File: src/rtl/lsu_pkg.sv
// Shared types for the load/store unit: FSM states, RISC-V funct3 width codes
// and the natural-alignment helper.
package lsu_pkg;

    typedef enum logic [2:0] {
        IDLE,
        READ,
        WRITE,
        DONE,
        ERR
    } state_t;

    localparam logic [2:0] F3_B  = 3'b000;
    localparam logic [2:0] F3_H  = 3'b001;
    localparam logic [2:0] F3_W  = 3'b010;
    localparam logic [2:0] F3_BU = 3'b100;
    localparam logic [2:0] F3_HU = 3'b101;

    // Clears the low offset bits that a halfword/word access may not use.
    function automatic logic [1:0] align_offset(input logic [2:0] f3, input logic [1:0] off);
        case (f3)
            F3_H, F3_HU: align_offset = {off[1], 1'b0};
            F3_W:        align_offset = 2'b00;
            default:     align_offset = off;
        endcase
    endfunction

endpackage

File: src/rtl/lsu_align.sv
// Byte-lane datapath: extracts and extends a load lane from a memory word, and
// merges store data into a previously read word for sub-word stores.
module lsu_align
    import lsu_pkg::*;
(
    input  logic [31:0] rd_word,
    input  logic [31:0] old_word,
    input  logic [31:0] wdata,
    input  logic [1:0]  offset,
    input  logic [2:0]  funct3,
    output logic [31:0] load_val,
    output logic [31:0] merge_val
);

    logic [7:0]  lane_b;
    logic [15:0] lane_h;

    always_comb begin
        lane_b = rd_word[{offset, 3'b000} +: 8];
        lane_h = rd_word[{offset[1], 4'b0000} +: 16];
        case (funct3)
            F3_B:    load_val = {{24{lane_b[7]}}, lane_b};
            F3_BU:   load_val = {24'h0, lane_b};
            F3_H:    load_val = {{16{lane_h[15]}}, lane_h};
            F3_HU:   load_val = {16'h0, lane_h};
            default: load_val = rd_word;
        endcase
    end

    // Full-word stores bypass the read word entirely.
    always_comb begin
        merge_val = old_word;
        case (funct3)
            F3_B:    merge_val[{offset, 3'b000} +: 8]     = wdata[7:0];
            F3_H:    merge_val[{offset[1], 4'b0000} +: 16] = wdata[15:0];
            default: merge_val = wdata;
        endcase
    end

endmodule

File: src/rtl/load_store_unit.sv
// Multi-cycle RISC-V load/store unit (read-modify-write for SB/SH).
// Define LSU_MISALIGN_TRAP_EN to trap misaligned halfword/word accesses instead of aligning them.
module load_store_unit
    import lsu_pkg::*;
(
    input  logic        clk,
    input  logic        rst,
    input  logic        req,
    input  logic        we,
    input  logic [2:0]  funct3,
    input  logic [31:0] addr,
    input  logic [31:0] wdata,
    output logic        busy,
    output logic        done,
    output logic [31:0] rdata,
    output logic        err,
    output logic [31:0] mem_A,
    output logic [31:0] mem_WD,
    output logic        mem_WE,
    input  logic [31:0] mem_RD
);

    state_t      state;
    logic        we_q;
    logic [2:0]  f3_q;
    logic [31:0] addr_q;
    logic [31:0] wdata_q;
    logic [31:0] word_q;
    logic        wr_q;
    logic        illegal;
    logic [1:0]  off;
    logic [31:0] load_val;
    logic [31:0] merge_val;

    always_comb begin
        illegal = 1'b0;
        case (funct3)
            F3_B, F3_H, F3_W: illegal = 1'b0;
            F3_BU, F3_HU:     illegal = we;
            default:          illegal = 1'b1;
        endcase
`ifdef LSU_MISALIGN_TRAP_EN
        if ((funct3 == F3_H || funct3 == F3_HU) && addr[0])
            illegal = 1'b1;
        if (funct3 == F3_W && addr[1:0] != 2'b00)
            illegal = 1'b1;
`endif
    end

    assign off    = align_offset(f3_q, addr_q[1:0]);
    assign mem_A  = {addr_q[31:2], 2'b00};
    assign mem_WD = merge_val;
    // Gated by rst so a reset landing in WRITE suppresses the write on that edge.
    assign mem_WE = wr_q & ~rst;

    lsu_align u_align (
        .rd_word  (mem_RD),
        .old_word (word_q),
        .wdata    (wdata_q),
        .offset   (off),
        .funct3   (f3_q),
        .load_val (load_val),
        .merge_val(merge_val)
    );

    always_ff @(posedge clk) begin
        if (rst) begin
            state <= IDLE;
            busy  <= 1'b0;
            done  <= 1'b0;
            err   <= 1'b0;
            wr_q  <= 1'b0;
            rdata <= 32'h0;
        end else begin
            done <= 1'b0;
            err  <= 1'b0;
            wr_q <= 1'b0;
            case (state)
                IDLE: if (req) begin
                    we_q    <= we;
                    f3_q    <= funct3;
                    addr_q  <= addr;
                    wdata_q <= wdata;
                    busy    <= 1'b1;
                    if (illegal) begin
                        state <= ERR;
                        done  <= 1'b1;
                        err   <= 1'b1;
                    end else if (we && funct3 == F3_W) begin
                        state <= WRITE;
                        wr_q  <= 1'b1;
                    end else begin
                        state <= READ;
                    end
                end
                READ: begin
                    word_q <= mem_RD;
                    if (we_q) begin
                        state <= WRITE;
                        wr_q  <= 1'b1;
                    end else begin
                        state <= DONE;
                        done  <= 1'b1;
                        rdata <= load_val;
                    end
                end
                WRITE: begin
                    state <= DONE;
                    done  <= 1'b1;
                end
                DONE, ERR: begin
                    state <= IDLE;
                    busy  <= 1'b0;
                end
                default: begin
                    state <= IDLE;
                    busy  <= 1'b0;
                end
            endcase
        end
    end

endmodule

File: config.mk
export PLATFORM = sky130hd
export DESIGN_NAME = load_store_unit
export DESIGN_NICKNAME = d
export VERILOG_FILES = /design/src/rtl/lsu_pkg.sv /design/src/rtl/lsu_align.sv /design/src/rtl/load_store_unit.sv
export SDC_FILE = /design/constraint.sdc
export NUM_CORES = 1
export LEC_CHECK = 0
export CAP_MARGIN = 30
export CORE_MARGIN = 4
export CORE_UTILIZATION = 50
export DETAILED_ROUTE_END_ITERATION = 8
export PLACE_DENSITY = 0.91
export SETUP_SLACK_MARGIN = 0.4
export SLEW_MARGIN = 15
export SYNTH_ARGS = -nofsm -noshare
export SYNTH_HDL_FRONTEND = slang
export SYNTH_HIERARCHICAL = 1
export SYNTH_SLANG_ARGS = --single-unit
File: constraint.sdc
create_clock -name clk -period 6.05 [get_ports clk]
set_clock_uncertainty 0.15 [all_clocks]
set_input_delay 1.5125 -clock clk [delete_from_list [all_inputs] [get_ports clk]]
set_output_delay 1.5125 -clock clk [all_outputs]
set_load 0.05 [all_outputs]
# ---- Word-level counts from Yosys, hierarchy flattened
# Index checks and enable logic that the tools add are counted.
dict set report classes {
  n_addsub 2
  n_eq_ne 11
  n_shift 6
  n_mux 22
  bitwise_logic 5
  reduce_logical 13
}
# cell count
set ops {}
lappend ops {{case mux 32 bit (4 select lines)} 1}
lappend ops {{bitwise mux 32 bit} 2}
lappend ops {{case mux 32 bit (2 select lines)} 1}
lappend ops {{variable shift 16 x 7 -> 32 bit (first input constant)} 1}
lappend ops {{variable shift 8 x 7 -> 32 bit (first input constant)} 1}
lappend ops {{indexed part select 16 x 7 -> 32 bit} 1}
lappend ops {{indexed part select 32 x 6 -> 16 bit} 1}
lappend ops {{indexed part select 32 x 6 -> 8 bit} 1}
lappend ops {{indexed part select 8 x 7 -> 32 bit} 1}
lappend ops {{negation 5 -> 7 bit} 2}
lappend ops {{== test 3 bit (second input constant)} 4}
lappend ops {{== test 3 x 1 -> 1 bit (second input constant)} 3}
lappend ops {{== test 3 x 2 -> 1 bit (second input constant)} 3}
lappend ops {{logical NOT 3 bit} 3}
lappend ops {{2-to-1 mux 1 bit} 9}
lappend ops {{case mux 3 bit (3 select lines)} 1}
lappend ops {{OR reduction 2 bit} 4}
lappend ops {{2-to-1 mux 3 bit} 2}
lappend ops {{case mux 1 bit (2 select lines)} 3}
lappend ops {{AND reduction 2 bit} 3}
lappend ops {{inverter 1 bit} 4}
lappend ops {{case mux 2 bit (2 select lines)} 1}
lappend ops {{case mux 1 bit (3 select lines)} 1}
lappend ops {{AND reduction 3 bit} 1}
lappend ops {{other kinds (5)} 5}
dict set report word_totals {
  regBits 139
  in_bits 103
  word_cells 70
}

# ---- Longest topological paths before layout
# Gate-level depths: netlist (run 1).
dict set report depth {
  ltp_word 7
  depth_mapped 11
  mapped_depth_nobuf 9
}

# ---- Cells and area by module
# Netlist (run 1), hierarchy kept.
# module instances cells_per_inst area_each_um2 seq_area_each_um2
set modules_own_cells {}
lappend modules_own_cells {load_store_unit 1 319 4770.8 3783.6}
lappend modules_own_cells {lsu_align 1 250 1565.3 0.0}

# ---- Worst setup path after synthesis (run 1)
# Ideal clock, no wire load.
dict set report synth_path {
  kind {register to output}
  from {reg f3_q[0]}
  to {out mem_WD[24]}
  t_arrival_ns 2.453
  t_required_ns 4.387
  slack_ns 1.934
  path_stages_with_launch 11
  n_path_buf 2
  cell_sequence {edfxtp_1 > nor2_1 > nand2_1 > and2_1 > buf_2 > inv_1 > ha_1 > or3_1 > clkbuf_1 > o21ai_0 > a22o_1}
}
dict set report synth_via {
  elab_chain_cells 7
}
# item line_no
set synth_rtl {}
lappend synth_rtl {{start: declaration} load_store_unit.sv:25} ;# logic [2:0] f3_q;
lappend synth_rtl {{start signal: assignment} load_store_unit.sv:81} ;# f3_q <= funct3;
lappend synth_rtl {{== test 3 bit or == test 3 x 1 -> 1 bit (tied branches)} lsu_pkg.sv:21} ;# case (f3)
lappend synth_rtl {{OR reduction 2 bit} lsu_pkg.sv:21}
lappend synth_rtl {{case mux 2 bit (2 select lines) (*)} lsu_pkg.sv:21}
lappend synth_rtl {{via off[1]} load_store_unit.sv:31} ;# logic [1:0] off;
lappend synth_rtl {{negation 5 -> 7 bit, on equally long branches} {lsu_align.sv:35, lsu_align.sv:34}}
lappend synth_rtl {{indexed part select 16 x 7 -> 32 bit (tied with other cells)} lsu_align.sv:35} ;# F3_H: merge_val[{offset[1], 4'b0000} +: 16] = wdata[15:0];
lappend synth_rtl {{bitwise mux 32 bit, on equally long branches} {lsu_align.sv:35, lsu_align.sv:34}}
lappend synth_rtl {{case mux 32 bit (2 select lines) (*)} lsu_align.sv:33} ;# case (funct3)
lappend synth_rtl {{end: declaration} load_store_unit.sv:18} ;# output logic [31:0] mem_WD,
# Mark *: on every way through the listed nets, which the timed path passes. The rest lies on a longest branch.

# ---- Worst setup path in the final report (run 1)
dict set report layout_path {
  from {reg f3_q[1]}
  to {out mem_WD[28]}
}
# Same word-level chain as after synthesis.

==> flow_results.org, run 1 <==
** Global route
- The number of global-route vias before repair came to 5261.
- The number of antenna violations at the first check in global routing is 1.
- Global routing consumed, over all layers together, 26.1% of the routing resources.
- First-pass GRT wire length :: 28.8 mm
- Pin count of the biggest net entering global routing :: 41
- Total global routing overflow :: 0

** Cells and area
- Synthesis-to-finish area growth :: 43.4%
- Final cell utilization of the core :: 74.4%
- Share of cells above drive strength 1 :: 11.4%
- In the final design database the tool counted 842 nets.
- The number of antenna diodes in the final layout is 0.

** Setup path
- Data on the critical path is required at its endpoint by 4390 ps.
- Data arrival, critical path :: 3490 ps
- Crit path max-delay cell type :: or3_1
- Bufs and invs on worst path :: 4
- In this design, the critical path's most frequently occurring cell is buf_4.
- Critical path class :: flip-flop to primary output
- Largest delay contributor family on the critical path :: buffers and inverters
- STA classifies the critical path endpoint as a primary output.
- Critical-path maximum fanout :: 40
- STA classifies the critical path startpoint as a flip-flop.
- Largest stage delay, worst path :: 540 ps
- Cell breakdown of the critical path :: buf_4, nand2_1, and2_1, buf_4, ha_1, clkinv_1, or3_1, o21ai_0, a22o_1, buf_12

** Synth
- Asr flop ratio synth :: 0%
- After synthesis, flip-flops and latches occupy 59.7% of the total area.
- Yosys cell types :: 49
- Syn avg cell area :: 11.1 µm²
- Synth area leader :: edfxtp_1
- The cell area that synthesis handed to floorplanning was 0.00634 mm².
- Top post-synthesis cells by area :: edfxtp_1, dfxtp_1, nand2_1
- Register bit total from synthesis :: 139
- Most numerous cell in the Yosys netlist :: nand2_1
- In the synthesized netlist the dominant register cell turns out to be edfxtp_1.
- The cell count after synthesis came out at 569.
- In this run the biggest area consumer among cell types represents 47.4% of the synthesized area.
- The commonest cells after synthesis are nand2_1, edfxtp_1, a21oi_1, dfxtp_1, buf_4.
- Synthesis warning total :: 6
- Yosys mapped a number of flops with a built-in enable equal to 100.

** Drt
- Routed length per instance :: 20.9 µm
- Initial DRC Count :: 540
- DR vias :: 5119
- After detailed routing, the number of remaining DRC violations is 0.
- The final layout contains routed wiring with a total length of 19.1 mm.
- Number of nets with antenna violations after detailed routing :: 0
- Post-detailed-route via-to-cell ratio :: 5.59
- TritonRoute pass-1 iters :: 5

** Clocking
- Clock-pin slew was measured on the worst setup and hold paths at 60 ps.
- In this run the clock root is driven by a clkbuf_16.
- In this run, CTS created clock tree buffers numbering 17.
- Number of levels in the clock H-tree :: 4
- TritonCTS built the clock tree.
- Number of post-CTS setup repair buffers :: 0
- Clock tree synthesis found a total of 139 sinks.
- Post-cts sizing count :: 0
- Counting along the longest clock path gives a buffer depth of 2.
- Hold buffer count at cts :: 0
- At the later pin of the worst-skew pair, clock insertion delay measures 420 ps.

** STA
- For the pin with the worst max-slew slack, the measured transition is 792 ps.
- Unrepaired setup endpoints after global routing :: no
- Final number of setup-violating endpoints :: 0
- Setup slack on the critical path of the routed design comes to 896 ps.
- After layout, the worst path uses 85.2% of the clock period.
- The total count of hold-check failures in the final report was 0.
- Remaining max-slew budget at the tightest pin :: 47.2%
- Clock period minus final worst setup slack :: 5150 ps
- The total count of max-transition violations in the final report came to 0.
- Timing-limited maximum frequency :: 0.194 GHz
- Post-route setup TNS :: 0 ps

** Die
- Core ar. :: 0.0122 mm²
- Num ports :: 203
- The die covers 0.0145 mm².
- The floorplan step set the die height to 121 µm.
- For this configuration, the core starts out at a cell density of 51.9%.
- Row generation in the floorplan step produced 40 rows.
- From left edge to right edge, the die measures 121 µm.

** Place
- Port Buffer Count :: 200
- At the end of routability-driven placement, the weighted congestion stood at 0.889.
- Half-perimeter wire length after placement :: 13.3 mm
- Pre-CTS setup slack :: 1230 ps

** Pwr
- Worst voltage drop across the vdd grid :: 0.211 mV
- Summed over all cells, the static leakage comes to 0.00334 µW.
- Power spread over the standard cell area amounts to 297 mW/mm².

** Run
- Across the run, the number of max-cap violations was 0.

** Hold path
- The tightest min-delay check is of the flip-flop to flip-flop type.

** Outcome
- Run status :: complete, no violations
## per-stage QoR
step           hold slack [ps]  cells  instance area [µm²]  total power, µW
6_report                   312    915                 9080             2700
5_1_grt                    336    915                 9080             2790
4_1_cts                    312    914                 9070             2710
3_5_place_dp               299    882                 8520             1740
3_3_place_gp               296    882                 8520             1720
2_1_floorplan              460    570                 6340             1490
## layout make-up
| cell class | instances | area [µm²] |
|---|---|---|
| Inverter | 6 | 22.5 |
| Timing Repair Buffer | 209 | 2400 |
| Clock inverter | 8 | 67.6 |
| Sequential cell | 139 | 3780 |
| Multi-Input combinational cell | 361 | 2120 |
| Tap cell | 168 | 210 |
| Fill cell | 807 | 3130 |
| Clock buffer | 24 | 485 |
## tightest hold or removal path: cells and delay by family, from the launching register on
family / cells / cell delay, ps
AO/OA/AOI/OAI: 1 / 50
AND/OR/NAND/NOR: 1 / 50
flip-flops: 1 / 310
## worst paths after layout
| kind | cells after the start | from | slack, ps | to |
|---|---|---|---|---|
| setup / recovery | 10 | f3_q[1] | 900 | mem_WD[28] |
| hold / removal | 2 | rdata[17] | 310 | rdata[17] |
| setup reg to reg | 10 | f3_q[1] | 3190 | rdata[22] |
| hold reg to reg | 2 | rdata[17] | 310 | rdata[17] |
## routing by layer
layer / up-vias / share of wire [%] / GRT usage (%)
met2: 302 / 50 / 44.7
met3: 47 / 8.7 / 7.62
met1: 2420 / 38 / 31.0
met5: - / 0.068 / 0
met4: 2 / 2.7 / 10.2
li1: 2348 / - / -
## layout by cell type (no fill, tap or decap), types with 3 or more instances in the layout
cell	count
clkbuf_16	17
o21bai_1	3
nor2b_1	6
nor3_1	5
and2_1	3
mux2_2	5
buf_4	8
nand2_1	117
nand2b_1	16
nor2_1	15
a221o_1	8
clkbuf_8	3
nand3_1	6
mux2i_1	18
clkbuf_1	3
buf_12	32
a22oi_1	6
edfxtp_1	100
ha_1	5
a21oi_1	68
nor3b_1	3
clkinv_2	5
dfxtp_1	39
inv_1	5
o211ai_1	4
o21ai_0	24
clkdlybuf4s50_1	168
a22o_1	24
## power by group
group          switching, µW  total [µW]  leakage (µW)  internal, µW
registers               33.6        1120       0.00124          1090
logic                    355         609       0.00182           254
clock network            374         972      0.000282           598
total                    762        2700       0.00334          1940
## registers in the layout, summed over array words and instances, names as in the netlist, 3 cells and up
| name | flops |
|---|---|
| state | 3 |
| word_q | 32 |
| f3_q | 3 |
| addr_q | 32 |
| rdata | 32 |
| wdata_q | 32 |
## cell families (layout without fill, tap and decap cells)
family | after synthesis | after routing | synth area share, %
and+or+nand+nor | 183 | 183 | 13.3
AOI/OAI and AO/OA | 147 | 147 | 14.9
DFF | 139 | 139 | 59.7
buffers and inverters | 70 | 247 | 6.95
muxes | 24 | 24 | 4.09
adders and majority gates | 5 | 5 | 0.987
other | 1 | 2 | 0.0592
(Power assumes the default switching activity.)
==> run 2: changes to the inputs <==
Settings changed: CTS_CLUSTER_DIAMETER from default to 200.
==> results of run 2 <==
Final layout, timing and power as in run 1 (identical DEF).
==> run 3: changes to the inputs <==
Settings changed: CELL_PAD_IN_SITES_DETAIL_PLACEMENT from default to 0, CELL_PAD_IN_SITES_GLOBAL_PLACEMENT from default to 1, CORE_UTILIZATION 50 to 38, PLACE_DENSITY 0.91 to 0.9, RECOVER_POWER from default to 25.
==> run 3 against run 2 <==
Non-clock buffer count is 1 higher. Sequential power hardly changed. Utilization is 17 points lower. Worst hold slack better by 0.70 ps. Final cell count is 5.7% higher. Fmax is 2.8% lower. Register-to-register slack worse by 180 ps. Global-route usage is 6.2 points lower. Highest routed layer unchanged.
==> flow_results.org, run 3 (synthesized netlist as in run 1, its figures left out) <==
** Setup path
- Critical path class :: flip-flop to primary output
- Setup crit start kind :: flip-flop
- Critical-path maximum fanout :: 43 (+7.5%)
- The slowest stage of the critical path is the and2_1 cell.
- Broken down by cell family, the worst path's largest delay share belongs to simple AND/OR/NAND/NOR gates.
- The peak per-stage delay on the critical path is 540 ps (about the same).
- WP data required :: 4390 ps (about the same)
- Data arrival, critical path :: 3640 ps (+150 ps)
- The combined buffer and inverter count along the critical path was 3 (-1).
- The worst setup path is captured at a primary output.
- Cell breakdown of the critical path :: buf_4, nor2_1, nand2_1, and2_1, inv_1, ha_1, or3_1, o21ai_0, a22o_1, buf_12

** Global route
- The final global-route overflow total was 0 (unchanged).
- The global-route wire length before repair is 28.5 mm (-0.86%).
- The number of global-route vias before repair came to 5165 (-1.8%).
- Initial antenna violation count :: 5 (+4)
- The maximum number of pins on one net before global-route repair was 44 (+7.3%).
- Total GRT Usage :: 19.9% (-6.2 points)

** Clocking
- The quantity of hold-fixing buffers added after cts is 0 (unchanged).
- Clock-pin transition on the worst setup and hold timing paths :: 60 ps (about the same)
- Number of levels in the clock H-tree :: 4 (unchanged)
- Worst-skew pair later-pin latency :: 420 ps (about the same)
- The count of instances resized after the clock tree is built was 0 (unchanged).
- In this run the clock root is driven by a clkbuf_16.
- The number of clock buffers inserted by TritonCTS is 17 (unchanged).
- Number of clock sinks :: 139 (unchanged)
- Number of post-CTS setup repair buffers :: 0 (unchanged)
- TritonCTS built the clock tree.
- The buffer depth of the longest clock path was 2 (unchanged).

** STA
- The highest clock frequency the design can meet came to 0.189 GHz (-2.8%).
- The total count of max-transition violations in the final report is 0 (unchanged).
- The final setup TNS is 0 ps (unchanged).
- Number of endpoints with negative hold slack in the final report :: 0 (unchanged)
- Clock period minus final worst setup slack :: 5300 ps (+148 ps)
- The relative slew slack came to 58.0% (+11 points).
- Setup repair after global routing left no endpoint under its margin.
- Final number of setup-violating endpoints :: 0 (unchanged)
- Final worst-path cycle share :: 87.6% (+2.4 points)
- Slew at the pin with the worst max-slew slack :: 630 ps (-162 ps)

** Die
- Core ar. :: 0.0161 mm² (+32%)
- Area of the die :: 0.0188 mm² (+29%)
- The initial standard-cell utilization of the core was 39.3% (-13 points).
- The number of top-level pins came to 203 (unchanged).
- Vertical extent of the die :: 137 µm (+14%)
- The number of placement rows was 46 (+15%).
- The width of the chip came to 137 µm (+14%).

** Cells and area
- Fin area :: 0.00922 mm² (+1.5%)
- Share of cells above drive strength 1 :: 11.9% (+0.52 points)
- The library cell used most frequently in the layout, excluding fill and tap cells, is nand2_1.
- Synthesis-to-finish area growth :: 45.5%
- Leaving out fill and tap cells, the most frequent cells in the layout are nand2_1, edfxtp_1, dlygate4sd3_1, clkdlybuf4s50_1, a21oi_1.
- Number of standard cells in the final layout excluding fillers :: 967 (+5.7%)
- The net total in the final layout came to 843 (+0.12%).
- Number of filler cells placed in the layout :: 1331 (+65%)

** Drt
- TritonRoute pass-1 iters :: 5 (unchanged)
- DR vias :: 5089 (-0.59%)
- The sum of routed wire length over all layers was 18.8 mm (-1.9%).
- Initial DRC Count :: 465 (-14%)
- Routed length per instance :: 19.4 µm (-7.1%)
- The residual DRC count was 0 (unchanged).
- The residual antenna-violating net count after detailed routing came to 0 (unchanged).
- Post-detailed-route via-to-cell ratio :: 5.26 (-5.9%)

** Place
- Half-perimeter wire length after placement :: 13.9 mm (+4.6%)
- Post-detailed-placement cell area :: 0.00858 mm² (+0.71%)
- The final RePlAce weighted congestion is 0.912 (+2.5%).
- The count of input and output buffers came to 200 (unchanged).
- Cells after DPL :: 930 (+5.4%)

** Pwr
- The proportion of power drawn by the clock network came to 38.0% (+2.0 points).
- Worst voltage drop across the vdd grid :: 0.164 mV (-22%)
- Sequential fraction of design power :: 40.5% (-1.0 points)
- The power density over the cells came to 300 mW/mm² (+0.73%).
- Static leakage :: 0.00339 µW (+1.6%)
- Cell internal pwr :: 1980 µW (+2.2%)
- The net switching power was 780 µW (+2.3%).
- The switching power as a share of total power was 28.2% (about the same).
- Post-layout power :: 2760 µW (+2.3%)
- Combinational share of power :: 21.5% (-1.0 points)

** Run
- The max capacitance violation total is 0 (unchanged).

** Hold path
- In this run the worst hold path is classified as flip-flop to flip-flop.

** Outcome
- The run finished with clean final reports.
==> run 3: cell types whose count changed in the layout (fill, tap and decap cells not counted), sizes merged, moves of 2 or more <==
| cell | before | now |
|---|---|---|
| clkinv | 6 | 3 |
| dlygate4sd3 | 0 | 84 |
| diode | 0 | 3 |
| clkdlybuf4s50 | 168 | 84 |
| inv | 7 | 9 |
==> run 3: tightest hold or removal path, delay by kind of cell, from the launching register on <==
| family | cells | cell delay (ps) |
|---|---|---|
| flops | 1 | 310 |
| simple gates | 1 | 50 |
| compound gates | 1 | 50 |
==> run 3: final timing paths <==
kind                               start         end  slack, ps  cells past startpoint
worst max-delay path             f3_q[0]  mem_WD[31]        750                     10
worst min register to register  rdata[4]    rdata[4]        310                      2
worst min-delay path            rdata[4]    rdata[4]        310                      2
worst max register to register   f3_q[0]    rdata[3]       3010                     10
==> run 3: power groups by stage <==
stage               clock [µW]  combinational [µW]  sequential, µW
CTS                       1060                 601            1120
global placement             0                 590            1140
floorplan                    0                 325            1160
detailed placement           0                 599            1140
global route              1110                 627            1120
finish                    1050                 594            1120
==> run 3: through the flow <==
stage	utilization, %	hold WS (ps)	setup slack, ps
2_1_floorplan	-	460	1930
3_3_place_gp	53.2	296	1300
3_5_place_dp	53.2	301	1060
4_1_cts	57.0	313	605
5_1_grt	57.2	330	479
6_report	57.2	312	748
==> run 3: final cells by class <==
class	count	area, µm²	share of cell area [%]
inverter	6	22.5	0.244
tap	216	270	2.93
sequential	139	3780	41.0
multi-input combinational	361	2120	23.0
antenna	3	7.51	0.0814
timing repair buffer	210	2410	26.1
clock buffer	25	569	6.17
clock inverter	7	42.5	0.461
==> run 3: routing by layer <==
| layer | up-vias | track usage, % | routed length (µm) |
|---|---|---|---|
| met2 | 271 | 31.9 | 8890 |
| met5 | - | 0 | 21 |
| met3 | 32 | 6.25 | 1650 |
| met4 | 4 | 5.99 | 394 |
| li1 | 2349 | - | - |
| met1 | 2433 | 26.0 | 7810 |
